**src/rtl/regfile_sb.sv**
```systemverilog
// Register file with two combinational read ports, one write port,
// N/Z/P condition codes and a per-register pending-write scoreboard.
module regfile_sb #(
    parameter int unsigned WIDTH  = 16,
    parameter int unsigned DEPTH  = 8,
    parameter int unsigned BYPASS = 1,
    localparam int unsigned AW    = $clog2(DEPTH)
) (
    input  logic             clk,
    input  logic             rst_n,
    input  logic [AW-1:0]    rd_a_addr,
    output logic [WIDTH-1:0] rd_a_data,
    output logic             rd_a_busy,
    input  logic [AW-1:0]    rd_b_addr,
    output logic [WIDTH-1:0] rd_b_data,
    output logic             rd_b_busy,
    input  logic             wr_en,
    input  logic [AW-1:0]    wr_addr,
    input  logic [WIDTH-1:0] wr_data,
    input  logic             ld_cc,
    input  logic             iss_en,
    input  logic [AW-1:0]    iss_addr,
    output logic [2:0]       cc,
    output logic [DEPTH-1:0] busy
);

    localparam bit BYP_EN = (BYPASS != 0);

    logic [WIDTH-1:0] regs_q [DEPTH];
    logic [WIDTH-1:0] regs_d [DEPTH];
    logic [DEPTH-1:0] busy_q, busy_d;
    logic [2:0]       cc_q, cc_d;
    logic             wr_neg, wr_zero;
    logic             hit_a, hit_b;

    assign wr_neg  = wr_data[WIDTH-1];
    assign wr_zero = (wr_data == '0);

    // Next-state: writeback, condition codes, scoreboard (issue set beats writeback clear)
    always_comb begin
        regs_d = regs_q;
        busy_d = busy_q;
        cc_d   = cc_q;
        if (wr_en) begin
            regs_d[wr_addr] = wr_data;
            busy_d[wr_addr] = 1'b0;
            if (ld_cc) begin
                cc_d = {wr_neg, wr_zero, ~wr_neg & ~wr_zero};
            end
        end
        if (iss_en) begin
            busy_d[iss_addr] = 1'b1;
        end
    end

    // State registers; reset clears data and scoreboard, cc resets to Z
    always_ff @(posedge clk or negedge rst_n) begin
        if (!rst_n) begin
            regs_q <= '{default: '0};
            busy_q <= '0;
            cc_q   <= 3'b010;
        end else begin
            regs_q <= regs_d;
            busy_q <= busy_d;
            cc_q   <= cc_d;
        end
    end

    // Read ports with optional same-cycle write forwarding
    assign hit_a     = BYP_EN && wr_en && (wr_addr == rd_a_addr);
    assign hit_b     = BYP_EN && wr_en && (wr_addr == rd_b_addr);
    assign rd_a_data = hit_a ? wr_data : regs_q[rd_a_addr];
    assign rd_b_data = hit_b ? wr_data : regs_q[rd_b_addr];
    assign rd_a_busy = busy_q[rd_a_addr] & ~hit_a;
    assign rd_b_busy = busy_q[rd_b_addr] & ~hit_b;

    assign cc   = cc_q;
    assign busy = busy_q;

endmodule

```
**config.mk**
```make
export PLATFORM = sky130hd
export DESIGN_NAME = regfile_sb
export DESIGN_NICKNAME = d
export VERILOG_FILES = /design/src/rtl/regfile_sb.sv
export SDC_FILE = /design/constraint.sdc
export NUM_CORES = 1
export LEC_CHECK = 0
export CAP_MARGIN = 5
export CELL_PAD_IN_SITES_DETAIL_PLACEMENT = 1
export CELL_PAD_IN_SITES_GLOBAL_PLACEMENT = 1
export CORE_UTILIZATION = 45
export CTS_CLUSTER_DIAMETER = 60
export DETAILED_ROUTE_END_ITERATION = 16
export GPL_ROUTABILITY_DRIVEN = 0
export PLACE_DENSITY_LB_ADDON = 0.1
export SKIP_CTS_REPAIR_TIMING = 1
export SYNTH_ARGS = -nofsm -noshare
export SYNTH_HDL_FRONTEND = slang
export SYNTH_SLANG_ARGS = --single-unit
```
**constraint.sdc**
```tcl
create_clock -name clk -period 3.2 [get_ports clk]
set_clock_uncertainty 0.1 [all_clocks]
set_input_delay 0.64 -clock clk [delete_from_list [all_inputs] [get_ports clk]]
set_output_delay 0.64 -clock clk [all_outputs]
set_load 0.05 [all_outputs]
```
==> reports/qor.yml <==
critical_path:
  cpMostUsedCell: "buf_4"
  critical_path_class: "primary input to output port"
  crit_arrival_ps: 2410
  slowest_delay_ps: 530
  cp_data_required_time_ps: 2460
  end_kind: "output port"
  worstPathBufferInverterCount: 4
  slowest_stage: "clkdlybuf4s50_1"
  critPathTopFamily: "buffers and inverters"
  crit_fanout: 10
  cp_cell_sequence: "clkdlybuf4s50_1 -> buf_12 -> xnor2_1 -> nand4_2 -> buf_4 -> mux2_4 -> buf_4"
  cp-start-kind: "primary input"
synthesis:
  synthArstFlopShare: 1.00
  synthCells: 503
  yosysTopAreaCell: "dfrtp_1"
  synth_flop_cell: "dfrtp_1"
  synth_seq_area_share: 0.429
  synthDistinctLibCells: 25
  syn_area_sq_um: 8120
  yosysWarnings: 0
  yosys-top-cells-count: "mux2_2 (185), dfrtp_1 (138), mux4_1 (68), clkbuf_1 (25), buf_2 (12)"
  synthTopCellsByArea: "dfrtp_1 (43%), mux2_2 (26%), mux4_1 (22%)"
  syn_nets: 536
  yosysMostFrequentCell: "mux2_2"
  syn_avg_cell_area_sq_um: 16.1
  ys_ff_latch: 139
  synth_edf_count: 0
  synth_top_area_frac: 0.425
finish:
  syn_to_final_growth_pct: 23.9
  diodes: 0
  nets: 631
  fin_util: 0.575
  fillers: 1622
  drive_gt1_frac: 0.516
global_route:
  grt_pass1_vias: 5538
  grt_overflow: 0
  antenna_found_initial: 0
  grt_pass1_wl_mm: 34.1
  track_usage: 0.257
  grt_start_max_net_pins: 57
detailed_routing:
  drc: 0
  drt-vias-per-instance: 6.10
  drtPass1Iterations: 4
  totalWireLength_mm: 22.1
  drt_iter0_drc: 300
  vias: 5103
  ant_nets: 0
  wl_per_cell_um: 26.5
sta:
  timing.final.crit_share: 0.983
  max_freq_mhz: 318
  relSlewSlack: 0.476
  finalSetupViolCount: 0
  drv_slew: 0
  rsz0062_at_grt: "no"
  hold_ws_ps: 186
  finalHoldViolCount: 0
  worst_pin_slew_ps: 786
  min_period_ps: 3150
floorplanning:
  fp.dieW_um: 136
  die_h_um: 136
  row_count: 48
  die_area_sq_um: 18600
  initial_core_util: 0.465
  ioPinCount: 78
  core_sq_um: 17500
placement:
  dpl.hpwl_mm: 14.5
  portBuffers: 77
clock_network:
  cts_tree: "yes"
  cts_buffers: 17
  clk_pin_slew_ps: 60
  clock_sinks: 139
  cts_max_level: 4
  cts_root_buf: "clkbuf_16"
  clk-insertion-delay-late_ps: 420
  cts.path.max_buffers: 2
power:
  p_leak_nw: 4.39
  power.density_nw_per_um2: 670
  ir_drop_uv: 435
outcome:
  status: "completed"
job:
  cap_viol_max_count: 0
min_path:
  min_path_type: "primary input to asynchronous set/reset pin"
## power by group
part	internal [mW]	switching, mW
logic	1.21	1.10
clock network	1.28	0.739
registers	2.14	0.273
## final timing paths
| check | from | endpoint | slack (ps) | depth (start not counted) |
|---|---|---|---|---|
| setup / recovery | rd_b_addr[2] | rd_b_data[0] | 50 | 7 |
| hold / removal | rst_n | busy[6]$_DFF_PN0_ | 190 | 1 |
| setup reg to reg | regs_q[66]$_DFFE_PN0P_ | regs_q[66]$_DFFE_PN0P_ | 2300 | 1 |
| hold reg to reg | cc[1]$_DFFE_PN1P_ | cc[1]$_DFFE_PN1P_ | 400 | 2 |
| max in group asynchronous | rst_n | regs_q[56]$_DFFE_PN0P_ | 1900 | 2 |
| min in group clk | cc[1]$_DFFE_PN1P_ | cc[1]$_DFFE_PN1P_ | 400 | 2 |
## kinds of logic after synthesis
logic type,synth area share
compound gates,0.00786
xor+xnor,0.00647
buf+inv,0.0370
flops,0.429
mux,0.495
simple gates,0.0250
## layout make-up
class	instances	area [sq um]	area share
well taps	225	282	0.0280
flip-flops and latches	139	3480	0.346
repair buffers	126	1340	0.133
clock inverters	8	118	0.0117
inverters	4	15.0	0.00149
clock buffers	24	482	0.0479
multi-input cells	310	4340	0.431
## routing by layer
metal  GRT usage  up-vias  wire length, um
li1            -     2199                -
met1       0.348     2771            10100
met2       0.431      108            11100
met3      0.0380       25              602
met4      0.0691        0              339
met5           0        -                0
## flip-flops by register name (all words and copies together) (netlist names)
| signal | count |
|---|---|
| regs_q | 128 |
| cc | 3 |
| busy | 8 |
## metrics by stage
| step | instances | total power [mW] | TNS [ps] | setup WS, ps | instance area [sq um] |
|---|---|---|---|---|---|
| floorplan | 503 | 3.96 | 0 | 308 | 8120 |
| global placement | 803 | 4.65 | -823 | -50.7 | 9420 |
| detailed placement | 803 | 4.74 | -1350 | -78.7 | 9420 |
| CTS | 835 | 6.80 | -1470 | -81.5 | 10000 |
| global route | 836 | 7.04 | 0 | 5.01 | 10100 |
| finish | 836 | 6.74 | 0 | 54.0 | 10100 |
## cell usage in the layout, fill, tap and decap left out, types with 5 or more instances in the layout
cell type          n
buf_4             60
mux4_1            68
dfrtp_1          138
nand2_1            9
clkdlybuf4s50_1   38
mux2_2           185
xnor2_1            6
buf_12            22
clkbuf_16         18
o21ai_0            5
mux2_4            10
Power figures use the tool's default switching activity.
